### src/rtl/systolic_pkg.sv
// systolic_pkg: shared types and lane helpers for the systolic array west-edge feeder
package systolic_pkg;

    typedef enum logic {STREAM, DRAIN} feeder_state_e;

    localparam int edge_lanes_c = 4;
    localparam int edge_width_c = 8;

    function automatic int lane_lsb(input int k, input int width);
        return k * width;
    endfunction

endpackage

### src/rtl/skew_delay_line.sv
// skew_delay_line: enable-gated shift register of depth_p stages with async active-low clear
module skew_delay_line #(
    parameter int width_p = 8,
    parameter int depth_p = 1
) (
    input  logic               clk_i,
    input  logic               reset_ni,
    input  logic               en_i,
    input  logic [width_p-1:0] data_i,
    output logic [width_p-1:0] data_o
);
    logic [width_p-1:0] sr [depth_p];

    always_ff @(posedge clk_i or negedge reset_ni) begin
        if (!reset_ni) begin
            for (int i = 0; i < depth_p; i++) sr[i] <= '0;
        end else if (en_i) begin
            sr[0] <= data_i;
            for (int i = 1; i < depth_p; i++) sr[i] <= sr[i-1];
        end
    end

    assign data_o = sr[depth_p-1];

endmodule

### src/rtl/systolic_skew_feeder.sv
// systolic_skew_feeder: pops row vectors and emits them lane-skewed, padding each tile with zero drain steps
module systolic_skew_feeder
    import systolic_pkg::*;
#(
    parameter int lanes_p = edge_lanes_c,
    parameter int width_p = edge_width_c,
    parameter int len_p   = 4
) (
    input  logic                       clk_i,
    input  logic                       reset_ni,
    input  logic                       valid_i,
    input  logic [lanes_p*width_p-1:0] data_i,
    output logic                       yumi_o,
    output logic                       valid_o,
    input  logic                       ready_i,
    output logic [lanes_p*width_p-1:0] data_o,
    output logic                       last_o
);
    localparam int vc_w = $clog2(len_p + 1);
    localparam int dc_w = lanes_p > 1 ? $clog2(lanes_p) : 1;
    localparam logic [vc_w-1:0] vec_end_c   = vc_w'(len_p - 1);
    localparam logic [dc_w-1:0] drain_end_c = dc_w'(lanes_p > 1 ? lanes_p - 2 : 0);

    feeder_state_e   state;
    logic [vc_w-1:0] vec_cnt;
    logic [dc_w-1:0] drain_cnt;
    logic            adv, drain, vec_end, drain_end;

    assign drain     = state == DRAIN;
    assign adv       = (~valid_o | ready_i) & (drain | valid_i);
    assign yumi_o    = adv & ~drain;
    assign vec_end   = vec_cnt == vec_end_c;
    assign drain_end = drain_cnt == drain_end_c;

    always_ff @(posedge clk_i or negedge reset_ni) begin
        if (!reset_ni) begin
            state     <= STREAM;
            vec_cnt   <= '0;
            drain_cnt <= '0;
            valid_o   <= 1'b0;
            last_o    <= 1'b0;
        end else if (adv) begin
            valid_o <= 1'b1;
            if (drain) begin
                last_o    <= drain_end;
                drain_cnt <= drain_cnt + 1'b1;
                state     <= drain_end ? STREAM : DRAIN;
            end else begin
                // single-lane arrays have no drain, so the tile ends on its last vector
                last_o  <= vec_end && (lanes_p == 1);
                vec_cnt <= vec_end ? '0 : vec_cnt + 1'b1;
                if (vec_end && (lanes_p > 1)) begin
                    state     <= DRAIN;
                    drain_cnt <= '0;
                end
            end
        end else if (ready_i) begin
            valid_o <= 1'b0;
            last_o  <= 1'b0;
        end
    end

    for (genvar k = 0; k < lanes_p; k++) begin : g_lane
        skew_delay_line #(.width_p(width_p), .depth_p(k + 1)) u_dl (
            .clk_i    (clk_i),
            .reset_ni (reset_ni),
            .en_i     (adv),
            .data_i   (drain ? '0 : data_i[lane_lsb(k, width_p) +: width_p]),
            .data_o   (data_o[lane_lsb(k, width_p) +: width_p])
        );
    end

endmodule
### config.mk
export PLATFORM = sky130hd
export DESIGN_NAME = systolic_skew_feeder
export DESIGN_NICKNAME = d
export VERILOG_FILES = /design/src/rtl/systolic_pkg.sv /design/src/rtl/skew_delay_line.sv /design/src/rtl/systolic_skew_feeder.sv
export SDC_FILE = /design/constraint.sdc
export NUM_CORES = 1
export LEC_CHECK = 0
export CORE_MARGIN = 2
export CORE_UTILIZATION = 40
export DETAILED_ROUTE_END_ITERATION = 12
export DONT_BUFFER_PORTS = 1
export PLACE_DENSITY = 0.64
export SYNTH_ARGS = -nofsm -noshare
export SYNTH_HDL_FRONTEND = slang
export SYNTH_SLANG_ARGS = --single-unit
### constraint.sdc
create_clock -name clk_i -period 1.7 [get_ports clk_i]
set_input_delay 0.34 -clock clk_i [delete_from_list [all_inputs] [get_ports clk_i]]
set_output_delay 0.34 -clock clk_i [all_outputs]
set_load 0.03 [all_outputs]
Word level (Yosys, flattened, before mapping):

Cells that the tools add are included.

* reductions and logical operators: 4
* $add $sub $neg: 2
* bitwise logic cells: 6
* eq/ne operators: 2
* muxes and demuxes: 14

Operators by type and width (number)
* 8-bit two-way mux: 4
* 1-bit two-way mux: 7
* 2-bit two-way mux: 2
* 2-bit AND reduction: 2
* 2-bit nonzero test: 2
* 3-bit by 1-bit adder with 3-bit output (second input constant): 1
* 3-bit by 2-bit == test with 1-bit output (second input constant): 1
* 3-bit two-way mux: 1
* 2-bit by 1-bit adder with 2-bit output (second input constant): 1
* 1-bit AND: 2
* 2-bit == test (second input constant): 1
* 1-bit NOT: 2
* 1-bit bitwise OR: 2

* register bits: 88
* output and inout port bits: 35

Logic depth before layout (Yosys ltp):

Gate-level depths: netlist of run 1.

* depth in word-level cells: 4
* gate-level depth with buffers: 6
* gate-level depth less buffers: 4

Cells and area by module:

From an unflattened synthesis of run 1, not the netlist that was laid out.

* cells, all modules: 267
* area total of the unflattened synthesis: 4140.2 µm²

By module, submodules not included
* skew_delay_line at g_lane[3].u_dl: instances 1, cells each 76, sequential area each 800.8 µm², area an instance 1405.1 µm²
* skew_delay_line at g_lane[2].u_dl: instances 1, cells each 59, sequential area each 600.6 µm², area an instance 1057.3 µm²
* skew_delay_line at g_lane[1].u_dl: instances 1, cells each 42, sequential area each 400.4 µm², area an instance 709.4 µm²
* systolic_skew_feeder: instances 1, cells each 73, sequential area each 200.2 µm², area an instance 636.9 µm²
* skew_delay_line at g_lane[0].u_dl: instances 1, cells each 17, sequential area each 200.2 µm², area an instance 331.6 µm²

Least setup slack after synthesis of run 1:

OpenSTA, ideal clock, no wires.

* path type: register -> register
* start: register valid_o
* end: register vec_cnt[0]
* cell stages (with the launch flop): 5
* library setup time: 0.127 ns
* data required time: 1.573 ns
* path buffers: 1
* arrival time: 1.666 ns
* period minus slack after synthesis: 1.793 ns
* slack: -0.093 ns
* cell sequence: dfrtp_1 nor2b_2 buf_6 nor2_1 mux2_1

* word-level cells in the longest chain between the ends: 4

RTL lines
* start: declaration: RTL line systolic_skew_feeder.sv:14 `output logic valid_o,`
* start signal: assignment: RTL line systolic_skew_feeder.sv:40 `valid_o <= 1'b0;`
* start signal: assignment: RTL line systolic_skew_feeder.sv:43 `valid_o <= 1'b1;`
* start signal: assignment: RTL line systolic_skew_feeder.sv:58 `valid_o <= 1'b0;`
* 1-bit NOT: RTL line systolic_skew_feeder.sv:30 `assign adv = (~valid_o | ready_i) & (drain | valid_i);`
* 1-bit bitwise OR: RTL line systolic_skew_feeder.sv:30
* 1-bit AND: RTL line systolic_skew_feeder.sv:30
* 2-bit AND reduction (no line)
* end signal: assignment: RTL line systolic_skew_feeder.sv:51 `vec_cnt <= vec_end ? '0 : vec_cnt + 1'b1;`
* end: declaration: RTL line systolic_skew_feeder.sv:25 `logic [vc_w-1:0] vec_cnt;`

No other way between the ends.
A chain may end at the register's enable or synchronous reset.

Worst setup path in the final report of run 1:

* start: register valid_o
* end: output port yumi_o

* word-level cells in the longest chain between the ends: 4

RTL lines
* 1-bit NOT: RTL line systolic_skew_feeder.sv:30
* 1-bit bitwise OR: RTL line systolic_skew_feeder.sv:30
* 1-bit AND: RTL line systolic_skew_feeder.sv:30
* 1-bit AND: RTL line systolic_skew_feeder.sv:31 `assign yumi_o = adv & ~drain;`
* end: declaration: RTL line systolic_skew_feeder.sv:13 `output logic yumi_o,`

No other way between the ends.

==> metrics, run 1 <==
global route overflow=0; Worst-Skew Late Latency=0.35 ns; crit path launch type=register; Final Cycle Share=96.1%; GPL Wtd Cong=roughly 0.73; Post-Syn Instances=309; Synth async-reset ratio=100%; # diodes=0; Reg area=2200 um2; clk buf depth=2; #FFs+latches synth=88; fmax=~0.6 GHz; Final min period=between 1.5 and 2 ns; EDFF count, synth=0; area leader, netlist=dfrtp_1; Core Box Area=approximately 9300 um2; dpl hpwl=4370 um; total chip power=7.15 mW; multi-input gate area in the final layout=roughly 1300 um2; sequential-to-total area share from yosys stat=57.5%; initial core utilization=41.3%; Die Span Y=102 um; Row Count=35; initial antenna violation count=0; synth unique cells=30; via count=2178; WL/cell=17.2 um; Worst setup startpoint=valid_o; ratio of cells with drive above 1 in the final layout=27.7%; IO buf count=0; Num CTS Buffers=9; DRT antenna net count=0; Hold WS=-0.320 ns; Power Density=1780 nW/um2; Reg2Reg Launch Point=drain; vias per inst=about 5.2; most common cell in the synthesized netlist=dfrtp_1; CTS Sinks=88; status=finished, violations left; number of global-route vias before repair=2213; Fin. Hold Viols=88; main area contributors after synthesis=dfrtp_1 57%, mux2_2 8.2%, mux2_4 7.8%; yosys warns=0; number of remaining DRC errors=0; Final setup viols=0; Max H-tree Level=3; Synth top area share=57.5%; final core occ=43.3%; Max Clock Skew=0.00898 ns; Layout Area Growth over Synthesis=4.83%; Ports=71; maximum capacitance violations=0; CTS tree=yes; post-route cell area=~4000 um2; Initial DRT Pass Iterations=4; Global Route Usage Sum=14.5%; P_leak=2.00 nW; Setup CP Type=register to primary output; Slew headroom=78.4%; die area=10400 um2; Tightest Pin Transition=0.324 ns; CP Capture Type=primary output; worst vdd ir=855 uV; # fillers=a little under 900; placed inst area=between 3000 and 4000 um2; Setup TNS Final=0 ns; Routed WL=7200 um; Worst EP required=1.36 ns; nets=324; global-route wire length before repair=between 10000 and 15000 um; failing checks=negative hold slack; clk root buf=clkbuf_8; largest net degree at the start of global routing=between 80 and 90; Synth Cell Area=3830 um2; Arr. time, crit path=1.29 ns; Slew Limit Fails=0; die width=102 um; worst hold path type=input port to asynchronous set/reset pin; DR iter-0 viols=54; ys flop type=dfrtp_1; Clock Pin Slew Worst Setup and Hold Paths=roughly 0.080 ns; Post-synth top cells=88 x dfrtp_1, 35 x nand2_1, 34 x o21ai_0; Avg Inst Size Synth=12.4 um2; syn_nets=347; critical-path maximum fanout=18
-- metrics by stage --
stage | setup WS (ns) | instances
2_1_floorplan | 0.0617 | 309
3_3_place_gp | 0.217 | 401
3_5_place_dp | 0.194 | 401
4_1_cts | 0.00247 | 415
5_1_grt | -0.000607 | 418
6_report | 0.0662 | 418
-- kinds of logic after synthesis --
kind of cell	count (synthesis)	share of synthesized area, %
DFF	88	57.5
muxes	50	16.6
AOI/OAI and AO/OA	39	5.36
buffers and inverters	51	8.85
adders and majority gates	2	0.653
and+or+nand+nor	79	11.0
-- final cells by class --
cell class                      instances  area share, %
Tap cell                              129           4.02
Sequential cell                        88           54.9
Clock buffer                           10           3.18
Timing Repair Buffer                   13           3.89
Multi-Input combinational cell        170           32.5
Inverter                                4          0.374
Clock inverter                          4           1.18
-- path summary, 6_finish.rpt --
check / endpoint / slack [ns] / cells past startpoint
min reg2reg: drain_cnt[0] / 0.49 / 1
max reg2reg: g_lane[2].u_dl.sr[15] / 0.26 / 5
min: g_lane[3].u_dl.data_o[4] / -0.32 / 0
max in group asynchronous: g_lane[1].u_dl.data_o[1] / 1.87 / 0
max: yumi_o / 0.07 / 4
min in group clk_i: g_lane[1].u_dl.sr[11] / 0.13 / 2
-- power by group --
part	leakage (nW)	total, mW	internal [mW]	switching, mW
clock	0.0880	1.36	0.659	0.701
combinational	0.744	1.77	0.978	0.796
sequential	1.17	4.02	2.89	1.13
total	2.00	7.15	4.52	2.63
-- worst max-delay path: stages, from the launching register on --
cell,delay (ns)
dfrtp_1,0.39
nor2b_4,0.15
buf_12,0.15
nor2_4,0.12
buf_6,0.14
-- layer usage --
metal | wire [um] | share of wire, % | track usage [%] | up-vias
met5 | 0 | 0 | 0 | -
met4 | 95 | 1.3 | 5.95 | 0
met3 | 398 | 5.5 | 3.83 | 10
met2 | 3320 | 46 | 22.2 | 57
met1 | 3380 | 47 | 19.6 | 1100
li1 | - | - | - | 1011
-- cell usage in the layout (no fill, tap or decap) --
| cell | synthesis | layout |
|---|---|---|
| dfrtp_2 | 0 | 1 |
| nand2b_2 | 0 | 1 |
| clkbuf_1 | 12 | 1 |
| or2b_1 | 1 | 1 |
| nand3b_1 | 1 | 1 |
| clkinv_1 | 1 | 1 |
| nor2b_1 | 2 | 2 |
| nand3_1 | 2 | 2 |
| nor2_4 | 1 | 2 |
| buf_12 | 2 | 3 |
| inv_1 | 3 | 3 |
| nor2_1 | 2 | 1 |
| a21oi_1 | 1 | 1 |
| nand4_1 | 32 | 32 |
| clkinv_2 | 0 | 2 |
| o22ai_1 | 1 | 1 |
| a21boi_0 | 2 | 2 |
| bufinv_16 | 0 | 1 |
| mux2_1 | 1 | 1 |
| mux2i_1 | 1 | 1 |
| buf_4 | 26 | 8 |
| dfrtp_1 | 88 | 87 |
| nor2_8 | 1 | 1 |
| buf_6 | 2 | 1 |
| ha_1 | 2 | 2 |
| nand2_1 | 35 | 35 |
| nor2b_4 | 0 | 1 |
| o41ai_1 | 1 | 1 |
| o21ai_0 | 34 | 34 |
| clkbuf_8 | 0 | 9 |
| clkbuf_16 | 0 | 1 |
| mux2_2 | 28 | 28 |
| mux2_4 | 20 | 20 |
| clkinvlp_4 | 0 | 1 |
-- flip-flops by register name, indices dropped and copies added, names as in the netlist --
signal,count
g_lane.u_dl.sr,48
g_lane.u_dl.data_o,32
vec_cnt,3
drain_cnt,2
drain,1
last_o,1
valid_o,1
-- repair_timing --
| action | 4_1_cts | 5_1_grt |
|---|---|---|
| endpoints found under the setup margin | 1 | 1 |
| buffers inserted | 0 | 2 |
| pin swaps | 0 | 0 |
| gates cloned | 0 | 1 |
| resized for setup | 7 | 1 |
| hold endpoints to repair | 88 | 88 |
(Power assumes the default switching activity.)
==> run 2: changes to the inputs <==
--- a/config.mk
+++ b/config.mk
@@ -6,10 +6,10 @@
 export NUM_CORES = 1
 export LEC_CHECK = 0
 export CORE_MARGIN = 2
-export CORE_UTILIZATION = 40
+export CORE_UTILIZATION = 63
 export DETAILED_ROUTE_END_ITERATION = 12
 export DONT_BUFFER_PORTS = 1
-export PLACE_DENSITY = 0.64
+export PLACE_DENSITY = 0.89
 export SYNTH_ARGS = -nofsm -noshare
 export SYNTH_HDL_FRONTEND = slang
 export SYNTH_SLANG_ARGS = --single-unit
==> metrics, run 2 (same netlist as run 1, synthesis figures left out) <==
nets=326 (+0.62%); Num CTS Buffers=9 (unchanged); ratio of cells with drive above 1 in the final layout=28.7% (+0.99 points); unrepaired setup endpoints after global routing=false; Fin. Hold Viols=88 (unchanged); Hold WS=-0.319 ns (+0.000648 ns); critical-path maximum fanout=18 (unchanged); global route overflow=0 (unchanged); number of global-route vias before repair=2263 (+2.3%); CP Capture Type=primary output; # fillers=423 (-52%); Global Route Usage Sum=22.7% (+8.2 points); max FFs per register=48 (unchanged); worst hold path type=input port to asynchronous set/reset pin; crit path launch type=register; largest net degree at the start of global routing=89 (unchanged); WL/cell=18.6 um (+8.0%); Core Box Area=5890 um2 (-37%); Tightest Pin Transition=0.344 ns (+0.0200 ns); Final min period=1.62 ns (-0.00982 ns); Slew headroom=77.1% (-1.3 points); Ports=71 (unchanged); commonest cells after routing, fill and taps aside=87 x dfrtp_1, 35 x nand2_1, 34 x o21ai_0, 32 x nand4_1, 28 x mux2_2; Arr. time, crit path=1.28 ns (about the same); placed insts=348 (-13%); fmax=0.616 GHz (+0.60%); Reg area=2200 um2 (unchanged); Clock Pin Slew Worst Setup and Hold Paths=0.08 ns (about the same); DR iter-0 viols=129 (+140%); maximum capacitance violations=0 (unchanged); status=finished, violations left; initial antenna violation count=0 (unchanged); Slew Limit Fails=0 (unchanged); Layout Area Growth over Synthesis=4.54%; Setup TNS Final=0 ns (unchanged); vias per inst=6.10 (+17%); IO buf count=0 (unchanged); initial core utilization=65.1% (+24 points); clk root buf=clkbuf_8; die width=82.0 um (-20%); Top reg by flops=g_lane.u_dl.sr; total chip power=7.39 mW (+3.3%); GPL Wtd Cong=0.810 (+11%); clk buf depth=2 (unchanged); CTS Sinks=88 (unchanged); Die Span Y=82.0 um (-20%); dpl hpwl=4350 um (-0.50%); die area=6720 um2 (-35%); Routed WL=6850 um (-4.9%); failing checks=negative hold slack; Final setup viols=0 (unchanged); # diodes=0 (unchanged); P_leak=2.03 nW (+1.4%); Worst EP required=1.36 ns (about the same); Max Clock Skew=0.00754 ns (-0.00144 ns); most common cell after layout, fill and taps aside=dfrtp_1; Final Cycle Share=95.5% (-0.58 points); via count=2246 (+3.1%); DRT antenna net count=0 (unchanged); number of remaining DRC errors=0 (unchanged); Power Density=1850 nW/um2 (+3.6%); Worst-Skew Late Latency=0.35 ns (about the same); Initial DRT Pass Iterations=4 (unchanged); Max H-tree Level=3 (unchanged); fin cells=368 (-12%); global-route wire length before repair=11200 um (-2.9%); Setup CP Type=register to primary output; Row Count=28 (-20%); CTS tree=yes; multi-input gate area in the final layout=1310 um2 (unchanged); worst vdd ir=942 uV (+10%)
[run 2: routing by layer]
layer | part of all wire, % | up-vias | track usage (%) | wire (um)
met3 | 6.2 | 15 | 6.15 | 427
met5 | 0 | - | 0 | 0
met4 | 1.9 | 0 | 12.5 | 127
met1 | 43 | 1138 | 29.7 | 2930
met2 | 49 | 80 | 34.5 | 3360
li1 | - | 1013 | - | -
[run 2: layout make-up]
| type | count | share of cell area, % |
|---|---|---|
| Inverter | 4 | 0.375 |
| Clock inverter | 5 | 2.00 |
| Timing Repair Buffer | 15 | 4.15 |
| Multi-Input combinational cell | 170 | 32.6 |
| Tap cell | 75 | 2.34 |
| Sequential cell | 88 | 55.0 |
| Clock buffer | 11 | 3.53 |
[run 2: critical path: stages, from the launching register on]
cell	delay, ns
dfrtp_1	0.40
nor2b_4	0.15
buf_12	0.15
nor2_4	0.10
buf_6	0.14
[run 2: worst paths after layout]
path / from / to / slack (ns) / depth (start not counted)
min reg2reg: drain_cnt[0] / drain_cnt[0] / 0.50 / 1
max reg2reg: valid_o / g_lane[3].u_dl.data_o[4] / 0.10 / 5
min: reset_ni / g_lane[3].u_dl.sr[11] / -0.32 / 0
min in group clk_i: data_i[11] / g_lane[1].u_dl.sr[11] / 0.13 / 2
max in group asynchronous: reset_ni / g_lane[2].u_dl.sr[19] / 1.91 / 0
max: valid_o / yumi_o / 0.08 / 4
[run 2: report_power, final]
group	internal [mW]	switching, mW	total (mW)
combinational	0.980	0.792	1.77
sequential	2.89	1.17	4.05
clock	0.866	0.701	1.57
total	4.73	2.66	7.39
[run 2: repair_timing]
item	4_1_cts	5_1_grt
endpoints found under the setup margin	1	1
gates cloned	1	0
endpoints found under the hold margin	88	88
setup buffers	0	3
gates resized for setup	7	1
pin swaps	0	1
[run 2: through the flow]
| stage | hold WS (ns) | area (um2) | worst slack [ns] | utilization [%] |
|---|---|---|---|---|
| after floorplan | 0.0444 | 3830 | 0.0617 | - |
| after CTS | -0.340 | 3980 | 0.00318 | 67.6 |
| after detailed placement | 0.0472 | 3700 | 0.187 | 62.8 |
| after global routing | -0.350 | 4010 | 0.00469 | 68.0 |
| after global placement | 0.0465 | 3700 | 0.253 | 62.8 |
| final | -0.319 | 4010 | 0.0760 | 68.0 |
==> run 3: changes to the inputs <==
--- a/config.mk
+++ b/config.mk
@@ -9,7 +9,8 @@
 export CORE_UTILIZATION = 63
 export DETAILED_ROUTE_END_ITERATION = 12
 export DONT_BUFFER_PORTS = 1
-export PLACE_DENSITY = 0.89
+export PLACE_DENSITY = 0.82
 export SYNTH_ARGS = -nofsm -noshare
 export SYNTH_HDL_FRONTEND = slang
+export SYNTH_HIERARCHICAL = 1
 export SYNTH_SLANG_ARGS = --single-unit
==> metrics, run 3 <==
main area contributors after synthesis=dfrtp_1 53%, mux2_4 25%, nor2b_1 5.3%; ys flop type=dfrtp_1; EDFF count, synth=0 (unchanged); CTS tree=yes; clk root buf=clkbuf_8; number of global-route vias before repair=1965 (-13%); placed insts=312 (-10%); unrepaired setup endpoints after global routing=false; Power Density=2020 nW/um2 (+9.4%); status=finished, violations left; fin cells=328 (-11%); Hold WS=-0.322 ns (-0.00304 ns); initial antenna violation count=0 (unchanged); clk buf depth=2 (unchanged); max FFs per register=48 (unchanged); adder-cell area share of the yosys netlist=0.604% (-0.049 points); mux share of post-synthesis cell area=28.3% (+12 points); die area=7240 um2 (+7.7%); largest net degree at the start of global routing=89 (unchanged); Final setup viols=0 (unchanged); Post-synth top cells=88 x dfrtp_1, 69 x mux2_4, 35 x nor2b_1; DRT antenna net count=0 (unchanged); worst vdd ir=979 uV (+3.9%); postcts setup bufs=0 (unchanged); failing checks=negative hold slack; number of remaining DRC errors=0 (unchanged); fmax=0.648 GHz (+5.2%); Final Cycle Share=90.8% (-4.7 points); Post-Synth XOR/XNOR Area=0% (unchanged); yosys warns=6 (+6); Slew Limit Fails=0 (unchanged); Max H-tree Level=3 (unchanged); Setup CP Type=register to register; Fin. Hold Viols=88 (unchanged); Synth Cell Area=4140 um2 (+8.1%); Reg2Reg Launch Point=valid_o; Synth top area share=53.2% (-4.3 points); Top reg by flops=g_lane.u_dl/sr; Ports=71 (unchanged); # diodes=0 (unchanged); IO buf count=0 (unchanged); critical-path maximum fanout=37 (+19); #FFs+latches synth=88 (unchanged); Tightest Pin Transition=0.346 ns (+0.00211 ns); Worst-Skew Late Latency=0.34 ns (about the same); nets=284 (-13%); Row Count=29 (+3.6%); via count=1838 (-18%); Final min period=1.54 ns (-0.0804 ns); sequential-to-total area share from yosys stat=53.2% (-4.3 points); area leader, netlist=dfrtp_1; initial core utilization=65.2% (+0.11 points); vias per inst=5.60 (-8.2%); Slew headroom=76.8% (-0.23 points); Arr. time, crit path=1.77 ns (+0.49 ns); CP Capture Type=register; worst hold path type=input port to asynchronous set/reset pin; r2r setup slk=0.16 ns (+0.06 ns); P_leak=2.02 nW (-0.13%); Compound-Gate Fraction of Synth Area=1.51% (-3.8 points); largest family of logic cells by synthesized area=multiplexers; commonest cells after routing, fill and taps aside=88 x dfrtp_1, 69 x mux2_4, 35 x nor2b_1, 12 x mux2_2, 9 x clkbuf_8; Initial DRT Pass Iterations=2 (-2); ratio of cells with drive above 1 in the final layout=43.8% (+15 points); crit path launch type=register; Routed WL=5980 um (-13%); most common cell in the synthesized netlist=dfrtp_1; post-CTS resize count=0 (-7); Layout Area Growth over Synthesis=0.272%; global route overflow=0 (unchanged); synth unique cells=27 (-10%); Worst setup startpoint=valid_o; Worst EP required=1.93 ns (+0.57 ns); Core Box Area=6350 um2 (+7.9%); DR iter-0 viols=71 (-45%); Global Route Usage Sum=18.0% (-4.7 points); simple logic cell fraction of the synthesized area=7.43% (-3.6 points); global-route wire length before repair=10100 um (-9.0%); CTS Sinks=88 (unchanged); maximum capacitance violations=0 (unchanged); dpl hpwl=3860 um (-11%); Die Span Y=85.1 um (+3.8%); Clock Pin Slew Worst Setup and Hold Paths=0.09 ns (about the same); Setup TNS Final=0 ns (unchanged); die width=85.1 um (+3.8%); syn_nets=305 (-12%); GPL Wtd Cong=0.799 (-1.4%); Post-Syn Instances=267 (-14%); most common cell after layout, fill and taps aside=dfrtp_1; Num CTS Buffers=9 (unchanged); Avg Inst Size Synth=15.5 um2 (+25%); Max Clock Skew=0.00734 ns (-0.000204 ns); Synth async-reset ratio=100% (unchanged); WL/cell=18.2 um (-2.0%)
==> run 3: changes by cell type after synthesis, moves of 2 or more <==
cell      previous run  this run
buf_1                3         0
buf_12               2         6
buf_4               26        24
buf_6                2         4
clkbuf_1            12         1
mux2_2              28        12
mux2_4              20        69
nand2_1             35         3
nand4_1             32         0
nor2b_1              2        35
o21ai_0             34         2
==> run 3: cell families after synthesis <==
family          count (synthesis)
compound gates                  8
fa+ha+maj                       2
buf+inv                        40
flops                          88
mux                            81
simple gates                   48
==> run 3: cell type report <==
| class | count | area (um2) |
|---|---|---|
| Sequential cell | 88 | 2200 |
| Clock buffer | 9 | 124 |
| Timing Repair Buffer | 6 | 70.1 |
| Inverter | 2 | 7.51 |
| Fill cell | 446 | 2200 |
| Clock inverter | 7 | 77.6 |
| Multi-Input combinational cell | 139 | 1570 |
| Tap cell | 77 | 96.3 |
==> run 3: critical path, cell delays in order, from the launching register on <==
cell and delay, ns:
dfrtp_1 0.38, and2b_4 0.19, nor2_4 0.18, buf_12 0.29
mux2_2 0.37
==> run 3: power by group <==
| part | internal [mW] | total (mW) | switching [mW] |
|---|---|---|---|
| clock network | 0.695 | 1.44 | 0.744 |
| logic | 1.70 | 2.57 | 0.875 |
| registers | 3.04 | 4.37 | 1.33 |
==> run 3: final timing paths <==
check                                        end  cells after the start
setup / recovery           g_lane[2].u_dl/sr[21]                      4
hold / removal             g_lane[3].u_dl/sr[12]                      0
min in group clk_i                       valid_o                      2
setup reg to reg           g_lane[2].u_dl/sr[21]                      4
max in group asynchronous           drain_cnt[1]                      0
hold reg to reg            g_lane[2].u_dl/sr[15]                      1
==> run 3: metrics by stage <==
| step | util (%) | worst slack (ns) | hold slack (ns) | cell area, um2 | power (mW) |
|---|---|---|---|---|---|
| 3_3_place_gp | 62.2 | 0.178 | 0.0462 | 3950 | 6.84 |
| 4_1_cts | 65.4 | 0.145 | -0.342 | 4150 | 8.47 |
| 5_1_grt | 65.4 | 0.102 | -0.354 | 4150 | 8.86 |
| 2_1_floorplan | - | 0.0140 | 0.0444 | 4140 | 7.01 |
| 6_report | 65.4 | 0.156 | -0.322 | 4150 | 8.38 |
| 3_5_place_dp | 62.2 | 0.158 | 0.0464 | 3950 | 6.99 |
==> run 3: routing by layer <==
layer / track usage (%) / wire [um] / part of all wire (%) / vias up
li1: - / - / - / 829
met1: 25.6 / 2890 / 48 / 956
met2: 26.3 / 2750 / 46 / 44
met3: 4.86 / 259 / 4.3 / 9
met4: 7.79 / 80 / 1.3 / 0
met5: 0 / 0 / 0 / -
